==> src/rtl/uart_line_editor_pkg.sv <==
// Shared definitions for the UART line editor: ASCII codes, FSM states and
// the saturating counter helper.
package uart_line_editor_pkg;

  localparam logic [7:0] ASC_BEL = 8'h07;
  localparam logic [7:0] ASC_BS  = 8'h08;
  localparam logic [7:0] ASC_LF  = 8'h0A;
  localparam logic [7:0] ASC_CR  = 8'h0D;
  localparam logic [7:0] ASC_SP  = 8'h20;
  localparam logic [7:0] ASC_TLD = 8'h7E;
  localparam logic [7:0] ASC_DEL = 8'h7F;

  typedef enum logic [1:0] {
    S_IDLE = 2'd0,
    S_ECHO = 2'd1,
    S_DONE = 2'd2
  } state_t;

  function automatic logic [7:0] sat_inc8(input logic [7:0] v);
    return (v == 8'hFF) ? v : v + 8'd1;
  endfunction

endpackage

==> src/rtl/uart_line_editor_line_buf_ram.sv <==
// Line buffer: single write port, single registered read port (BRAM friendly).
module line_buf_ram
  import uart_line_editor_pkg::*;
#(
  parameter int DEPTH  = 64,
  parameter int RAM_AW = 6
) (
  input  logic              clk,
  input  logic              rst,
  input  logic              i_we,
  input  logic [RAM_AW-1:0] i_waddr,
  input  logic [7:0]        i_wdata,
  input  logic [RAM_AW-1:0] i_raddr,
  output logic [7:0]        o_rdata
);

  logic [7:0] r_mem [DEPTH];

  always_ff @(posedge clk) begin
    if (i_we) r_mem[i_waddr] <= i_wdata;
  end

  always_ff @(posedge clk or posedge rst) begin
    if (rst) o_rdata <= '0;
    else     o_rdata <= r_mem[i_raddr];
  end

endmodule

==> src/rtl/uart_line_editor.sv <==
// Line editor between the UART RX and TX buffers: echoes input, handles
// backspace/delete, collects a line and holds it until the consumer acks.
module uart_line_editor
  import uart_line_editor_pkg::*;
#(
  parameter int LINE_LEN = 64,
  parameter int AW       = $clog2(LINE_LEN + 1)
) (
  input  logic          clk,
  input  logic          rst,
  output logic          rx_get,
  input  logic [7:0]    rx_data,
  input  logic          rx_empty,
  output logic          tx_put,
  output logic [7:0]    tx_data,
  input  logic          tx_full,
  output logic          line_valid,
  output logic [AW-1:0] line_len,
  input  logic          line_ack,
  input  logic [AW-1:0] rd_addr,
  output logic [7:0]    rd_data,
  output logic [7:0]    overflow_cnt
);

  localparam int            RAM_AW   = $clog2(LINE_LEN);
  localparam logic [AW-1:0] FULL_LEN = AW'(LINE_LEN);

  state_t        r_state, w_next;
  logic          r_live;
  logic [AW-1:0] r_len, r_line_len;
  logic [7:0]    r_ovf;
  logic [23:0]   r_seq;
  logic [1:0]    r_cnt;
  logic          r_seq_cr;

  logic              w_consume, w_full, w_print, w_erase, w_cr;
  logic              w_store, w_load;
  logic [23:0]       w_seq;
  logic [1:0]        w_cnt;
  logic [RAM_AW-1:0] w_raddr;

  // r_live keeps rx_get low during and right after reset.
  assign rx_get       = r_live && (r_state == S_IDLE);
  assign tx_put       = (r_state == S_ECHO) && !tx_full;
  assign tx_data      = r_seq[23:16];
  assign line_valid   = (r_state == S_DONE);
  assign line_len     = r_line_len;
  assign overflow_cnt = r_ovf;

  always_comb begin
    w_consume = rx_get && !rx_empty;
    w_full    = (r_len == FULL_LEN);
    w_print   = (rx_data >= ASC_SP) && (rx_data <= ASC_TLD);
    w_erase   = (rx_data == ASC_BS) || (rx_data == ASC_DEL);
    w_cr      = (rx_data == ASC_CR);
    w_store   = w_consume && w_print && !w_full;
    w_load    = w_consume && (w_print || w_erase || w_cr);
    w_seq     = '0;
    w_cnt     = 2'd0;
    if (w_print) begin
      w_seq = {(w_full ? ASC_BEL : rx_data), 16'h0000};
      w_cnt = 2'd1;
    end else if (w_erase) begin
      w_seq = (r_len != '0) ? {ASC_BS, ASC_SP, ASC_BS} : {ASC_BEL, 16'h0000};
      w_cnt = (r_len != '0) ? 2'd3 : 2'd1;
    end else if (w_cr) begin
      w_seq = {ASC_CR, ASC_LF, 8'h00};
      w_cnt = 2'd2;
    end
  end

  always_comb begin
    w_next = r_state;
    case (r_state)
      S_IDLE:  if (w_load) w_next = S_ECHO;
      S_ECHO:  if (tx_put && r_cnt == 2'd1) w_next = r_seq_cr ? S_DONE : S_IDLE;
      S_DONE:  if (line_ack) w_next = S_IDLE;
      default: w_next = S_IDLE;
    endcase
  end

  always_ff @(posedge clk or posedge rst) begin
    if (rst) begin
      r_state <= S_IDLE;
      r_live  <= 1'b0;
    end else begin
      r_state <= w_next;
      r_live  <= 1'b1;
    end
  end

  always_ff @(posedge clk or posedge rst) begin
    if (rst) begin
      r_len      <= '0;
      r_line_len <= '0;
      r_ovf      <= '0;
      r_seq      <= '0;
      r_cnt      <= '0;
      r_seq_cr   <= 1'b0;
    end else begin
      if (w_load) begin
        r_seq    <= w_seq;
        r_cnt    <= w_cnt;
        r_seq_cr <= w_cr;
      end else if (tx_put) begin
        r_seq <= {r_seq[15:0], 8'h00};
        r_cnt <= r_cnt - 2'd1;
      end
      if (w_store)
        r_len <= r_len + AW'(1);
      else if (w_consume && w_erase && r_len != '0)
        r_len <= r_len - AW'(1);
      else if (line_valid && line_ack)
        r_len <= '0;
      if (w_consume && w_cr) r_line_len <= r_len;
      if (w_consume && w_print && w_full) r_ovf <= sat_inc8(r_ovf);
    end
  end

  // Reads past the end of the buffer are undefined; fold them onto entry 0.
  assign w_raddr = (rd_addr >= FULL_LEN) ? '0 : rd_addr[RAM_AW-1:0];

  line_buf_ram #(
    .DEPTH  (LINE_LEN),
    .RAM_AW (RAM_AW)
  ) u_buf (
    .clk     (clk),
    .rst     (rst),
    .i_we    (w_store),
    .i_waddr (r_len[RAM_AW-1:0]),
    .i_wdata (rx_data),
    .i_raddr (w_raddr),
    .o_rdata (rd_data)
  );

endmodule
==> config.mk <==
export PLATFORM = sky130hd
export DESIGN_NAME = uart_line_editor
export DESIGN_NICKNAME = d
export VERILOG_FILES = /design/src/rtl/uart_line_editor_pkg.sv /design/src/rtl/uart_line_editor_line_buf_ram.sv /design/src/rtl/uart_line_editor.sv
export SDC_FILE = /design/constraint.sdc
export NUM_CORES = 1
export LEC_CHECK = 0
export CORE_ASPECT_RATIO = 0.8
export CORE_MARGIN = 4
export CORE_UTILIZATION = 51
export DETAILED_ROUTE_END_ITERATION = 8
export PLACE_DENSITY = 0.74
export SETUP_SLACK_MARGIN = 0.05
export SYNTH_ARGS = -nofsm -noshare
export SYNTH_HDL_FRONTEND = slang
export SYNTH_SLANG_ARGS = --single-unit
==> constraint.sdc <==
create_clock -name clk -period 3.8 [get_ports clk]
set_input_delay 0.76 -clock clk [delete_from_list [all_inputs] [get_ports clk]]
set_output_delay 0.76 -clock clk [all_outputs]
set_load 0.03 [all_outputs]
==> impl_metrics.ini <==
[final_layout]
fillerInstances = 3258
most-common-layout-cells = 512 x edfxtp_1, 119 x buf_4, 110 x mux2i_1
multi_input_comb_area_mm2 = 0.005645
layout.cell_area.non_filler_mm2 = 0.02614
instances_no_fill = 2212
layout.nets = 1596
final_layout_size_suffix_gt1_share_pct = 17.95
finish.utilization_pct = 60.01
area.sequential_mm2 = 0.01655
mostFrequentLayoutCell = edfxtp_1
flow.area_growth_from_synthesis_pct = 15.05

[global_route]
grt_first_pass_wirelength_mm = 88.46
globalRouteTotalUtil_pct = 24.58
via_count_of_the_first_global_routing_pass = 13860
pin_count_of_the_biggest_net_entering_global_routing = 68
antenna_violations_before_repair = 1
grt_remaining_overflow = 0

[synthesis]
synth.lib_cells_used.distinct = 78
synth_area_leaders = edfxtp_1 68%, dfrtp_1 5.2%, mux2i_1 4.8%
netlist_area_mm2 = 0.02272
synth-warning-count = 0
syn_inst = 1437
ys_async_sr_fraction_pct = 8.408
ys_ff_latch = 559
synth_top_area_share_pct = 67.67
seq_area_frac_synth_pct = 72.84
synth_edf_count = 512
post-synth-top-area-cell = edfxtp_1
mappedNetlistNets = 1461
most_used_flip_flop_cell_after_synthesis = edfxtp_1
synthesis.area_per_instance_um2 = 15.81

[detailed_routing]
route.final.wire_length_mm = 59.13
drcViolationCount = 0
antenna_left = 0
viasPerCell = 6.236
detail_route.wl_per_cell_um = 26.73
drt_first_pass_iters = 8
vias = 13800
first_iter_violations = 2173

[floorplan]
num_rows = 68
die_area_mm2 = 0.04801
fp.dieH_um = 196.8
io_pins = 54
start_util_pct = 52.16
core_area_mm2 = 0.04356
die_x_um = 244.0

[clock_network]
cts.sinks = 559
numCtsBuffers = 52
worstSkewPairLatency_ps = 600
clock_tree_from_tritoncts = built
cts-hold-fix-buffers = 0
clk_pin_slew_worst_paths_ps = 60
cts_root_buffer = clkbuf_16
cts.htree.levels = 2
cts_resized = 0
post_cts.repair.setup_buffers = 0
clock_tree_buf_depth = 3

[min_path]
holdCritStartpoint = line_len[3]$_DFFE_PP0P_
worstHoldPathType = reg2reg
worst_hold_path.num_cells = 2
worstHoldEndpoint = line_len[3]$_DFFE_PP0P_

[power_and_ir_drop]
worst_ir_drop_vdd_v = 0.0004569
total_switching_power_mw = 3.078
power_density_mw_per_mm2 = 502.8
power_switching_share_pct = 23.41
seq_power_share_pct = 52.5
p_clk_share_pct = 38.8
power_leakage_nw = 9.052
internal-power_mw = 10.07
combPwrFrac_pct = 8.7
finalPower_mw = 13.15

[worst_setup_path]
worstSetupEndpointType = output port
cpPeakStageDelay_ps = 710
critical_path_peak_fanout = 8
crit_path_start_kind = input port
timing.reg2reg.setup_slack_ps = 770
critPathArrivalTime_ps = 2520
critical_path_cell_list = clkdlybuf4s50_1, or2_2, inv_1, clkdlybuf4s50_1
timing.critical_path.mode_cell = clkdlybuf4s50_1
count_of_buffer_and_inverter_cells_on_the_critical_path = 3
critical_path.slowest_cell = clkdlybuf4s50_1
critical-path-top-delay-family = buffers and inverters
crit_reg_reg_endpoint = u_buf.r_mem[58][1]$_DFFE_PP_
cp_data_required_time_ps = 3040
r2r_cells = 9
critical_path.reg2reg.startpoint = r_len[0]$_DFFE_PP0P_
critical_path_class = in2out

[sta]
hold_viol = 0
setup_repair_after_global_routing_missed_its_margin = no
worst_clock_skew_ps = 29.15
finalCritPeriodShare_pct = 86.22
achievable-frequency_mhz = 305.2
timing.hold.ws_ps = 489.2
period_minus_slack_ps = 3277
final_critical_path_setup_slack_ps = 523.5
final_setup_viols = 0
slew_viol_final = 0
max_slew.worst_pin.slew_ps = 1071
worst_slew_margin_relative_to_its_limit_pct = 28.58
setup-tns-final_ps = 0

[place]
numPortBuffers = 53
dpl_cell_area_mm2 = 0.02446
gpl.final_weighted_congestion = 0.9558
place_ws_ps = 334.3
dpl.hpwl_mm = 37.38
post-place-cells = 2113

[run_status]
run_status = completed

[job]
cap_viol_max_count = 0
## final cells by class
class,count,area share (%)
diodes,1,0.009573
clock buffers,74,5.729
clock inverters,24,0.6749
inverters,25,0.3590
multi-input cells,759,21.60
flip-flops and latches,559,63.31
well taps,595,2.848
repair buffers,175,5.471
## power by group through the flow
stage | sequential, mW | clock (mW) | combinational, mW
final | 6.90 | 5.10 | 1.15
after global routing | 6.91 | 5.45 | 1.22
after CTS | 6.89 | 5.15 | 1.13
after detailed placement | 7.02 | 0 | 1.12
after global placement | 7.02 | 0 | 1.10
after floorplan | 6.99 | 0 | 0.698
## tightest hold or removal path, delay by kind of cell, from the launching register on
kind / cells / cell delay [ps]
DFF: 1 / 340
and+or+nand+nor: 2 / 110
## registers in the layout (all words and copies together) (netlist names)
signal and count:
r_cnt 2, r_live 1, r_state 2, u_buf.r_mem 512, line_len 7, u_buf.o_rdata 8
r_seq_cr 1, r_seq 11, r_len 7, overflow_cnt 8
## per-layer routing
layer / GRT usage [%] / wire (µm) / up-vias
li1: - / - / 5886
met1: 35.81 / 24250 / 6889
met2: 36.76 / 26030 / 899
met3: 7.399 / 7420 / 119
met4: 6.416 / 1426 / 2
met5: 0 / 11 / -
## synthesized netlist by cell type, drive strengths merged, types with 9 or more instances
cell    count
o21ai      42
a21oi      48
o22ai      21
o22a       19
o221ai     32
inv        23
mux2       11
nor2      109
nor2b       9
o21bai     10
a21o        9
edfxtp    512
mux2i     110
nand2      87
a211oi     12
nor3       14
nand3      39
buf        48
clkbuf     46
or2        14
dfrtp      47
mux4       39
## cell families (layout without fill, tap and decap cells)
kind of cell / count (synthesis) / after routing / share of synthesized area (%)
fa+ha+maj: 4 / 4 / 0.2203
simple gates: 332 / 332 / 7.175
compound gates: 253 / 253 / 7.786
mux: 160 / 160 / 9.257
buf+inv: 119 / 298 / 2.357
flops: 559 / 559 / 72.84
xor+xnor: 9 / 9 / 0.3469
other cells: 1 / 2 / 0.01650
## worst max path at each step
stage,endpoint,depth (start not counted),startpoint,slack (ps)
3_5_place_dp,u_buf.r_mem[2][2]$_DFFE_PP_,8,rx_empty,330
2_1_floorplan,u_buf.r_mem[42][0]$_DFFE_PP_,4,rx_empty,690
6_report,tx_put,4,tx_full,520
5_1_grt,tx_put,4,r_state[1]$_DFFE_PP0P_,440
4_1_cts,tx_put,4,tx_full,540
3_3_place_gp,u_buf.r_mem[58][5]$_DFFE_PP_,8,rx_empty,350
No activity file was read; power rests on OpenSTA's default activity.
==> variant: new RTL, same flow settings <==
`LINE_LEN`: 64 -> 128.
--- a/src/rtl/uart_line_editor.sv
+++ b/src/rtl/uart_line_editor.sv
@@ -3,7 +3,7 @@
 module uart_line_editor
   import uart_line_editor_pkg::*;
 #(
-  parameter int LINE_LEN = 64,
+  parameter int LINE_LEN = 128,
   parameter int AW       = $clog2(LINE_LEN + 1)
 ) (
   input  logic          clk,
Interface: changed (resized line_len and rd_addr); port bits go from 54 to 56. The function was not compared with the original's and may differ.
==> variant against the original RTL <==
  * The flow now finishes with violations (design-rule violations)
  * Power up 90%
  * Synthesized area grew 90%
  * Cell area increased by 89%
  * Wire length increased by 100%
  * Combinational power increased by 120%
  * Via count is 97% higher
  * Sequential cell count increased by 514
  * Worst setup slack worse by 0.093 ns
  * Critical path type is now in2reg
  * Critical endpoint is now u_buf.o_rdata[6]$_DFF_PP0_
  * Largest power group unchanged
==> variant: results (changes against the original RTL) <==
| Metric | Value |
|---|---|
| Status | finished with violations |
| Violated checks | design-rule violations |
| Vias in the first global route | 25900 (+87%) |
| Sw Pwr | 6.10 mW (+98%) |
| GPL Wtd Cong | 0.955 (about the same) |
| Clk Latency, worst-skew pair | 0.68 ns (+0.08 ns) |
| VDD IR max | 451 uV (-1.2%) |
| CP max-delay cell | o311ai_0 |
| Top cells by count, synth | 1024 x edfxtp_1, 201 x nand2_1, 160 x mux2i_1 |
| CP max stage delay | 1.01 ns (+0.30 ns) |
| Drt wl/cell | 29.3 um (+9.5%) |
| H-tree depth | 3 (+1) |
| All-layer global routing usage | 26.6% (+2.0 points) |
| EDFF count, synth | 1024 (+100%) |
| Netlist cell types | 81 (+3.8%) |
| Largest cells by area after synthesis | edfxtp_1 71%, mux2i_1 3.7%, dfrtp_1 2.8% |
| Largest net degree at the start of global routing | 129 (+90%) |
| Leak | 16.5 nW (+82%) |
| Drt drc | 6 (+6) |
| Synth async-reset ratio | 4.57% (-3.8 points) |
| Iter 0 DRT Violations | 4187 (+93%) |
| Compound-cell area share of the yosys netlist | 9.44% (+1.7 points) |
| Share of layout cells above drive strength 1 | 19.1% (+1.1 points) |
| Initial antenna violation count | 3 (+2) |
| Register area share after synthesis | 73.9% (+1.0 points) |
| Clock Skew | 0.0369 ns (+0.00772 ns) |
| CTS Buf Count | 95 (+83%) |
| Worst slack at placement | -0.149 ns (-0.483 ns) |
| Worst hold path type | in2reg |
| Via Count | 27100 (+97%) |
| Layout net count | 2974 (+86%) |
variant: cell types whose count changed after synthesis, sizes merged, moves of 37 or more:
cell / unedited run / this run
edfxtp: 512 / 1024
nand2: 87 / 201
mux2: 11 / 98
a21oi: 48 / 132
clkbuf: 46 / 123
mux2i: 110 / 160
a211oi: 12 / 56
nor2: 109 / 153
a221oi: 2 / 39
a22oi: 4 / 41
variant: final cells by class:
cell class	count	share of cell area, %
repair buffers	316	5.36
diodes	3	0.0152
flip-flops and latches	1073	64.6
clock inverters	49	0.811
multi-input cells	1453	21.2
clock buffers	122	5.15
inverters	10	0.0758
well taps	1115	2.82
variant: kinds of logic after synthesis:
logic type | Yosys count
AO/OA/AOI/OAI | 582
AND/OR/NAND/NOR | 562
buffers and inverters | 207
multiplexers | 294
adder cells (fa/ha/maj) | 4
other | 1
flip-flops | 1073
XOR/XNOR | 10
variant: worst register-to-register path: stages, from the launching register on:
cell	delay (ns)
dfrtp_1	0.41
nor4b_1	0.49
o211ai_1	0.25
nor3b_1	0.73
buf_4	0.31
nand2_1	0.26
nor2_1	0.35
buf_4	0.21
variant: per-stage QoR:
step	utilization, %	cells	power [mW]	TNS (ns)
global route	58.9	4138	25.6	0
CTS	58.9	4138	24.9	0
detailed placement	55.4	3967	15.8	-3.40
floorplan	-	2733	14.5	0
global placement	55.4	3967	15.8	-8.98
finish	58.9	4141	25.0	0
variant: path summary, 6_finish.rpt:
| kind | slack [ns] | cells after the start | start | endpoint |
|---|---|---|---|---|
| worst max-delay path | 0.43 | 10 | rd_addr[7] | u_buf.o_rdata[6]$_DFF_PP0_ |
| worst min-delay path | 0.38 | 1 | rx_data[1] | u_buf.r_mem[2][1]$_DFFE_PP_ |
| worst max register to register | 0.52 | 7 | r_state[1]$_DFFE_PP0P_ | u_buf.r_mem[70][6]$_DFFE_PP_ |
| worst min register to register | 0.49 | 2 | line_len[2]$_DFFE_PP0P_ | line_len[2]$_DFFE_PP0P_ |
| max in group asynchronous | 2.51 | 3 | rst | r_seq[11]$_DFFE_PP0P_ |
| min in group asynchronous | 0.46 | 2 | rst | u_buf.o_rdata[6]$_DFF_PP0_ |
variant: power groups by stage:
| stage | combinational [mW] | clock, mW | sequential, mW |
|---|---|---|---|
| 2_1_floorplan | 1.16 | 0 | 13.4 |
| 3_3_place_gp | 2.35 | 0 | 13.4 |
| 3_5_place_dp | 2.38 | 0 | 13.4 |
| 4_1_cts | 2.39 | 9.38 | 13.2 |
| 5_1_grt | 2.54 | 9.88 | 13.2 |
| 6_report | 2.49 | 9.31 | 13.2 |
variant: routing by layer:
layer	vias to the layer above	global-route usage [%]	wire [um]
li1	11200	-	-
met1	13600	37.4	46100
met4	6	7.71	3730
met3	287	10.0	18300
met5	-	0	42
met2	2019	39.2	53100
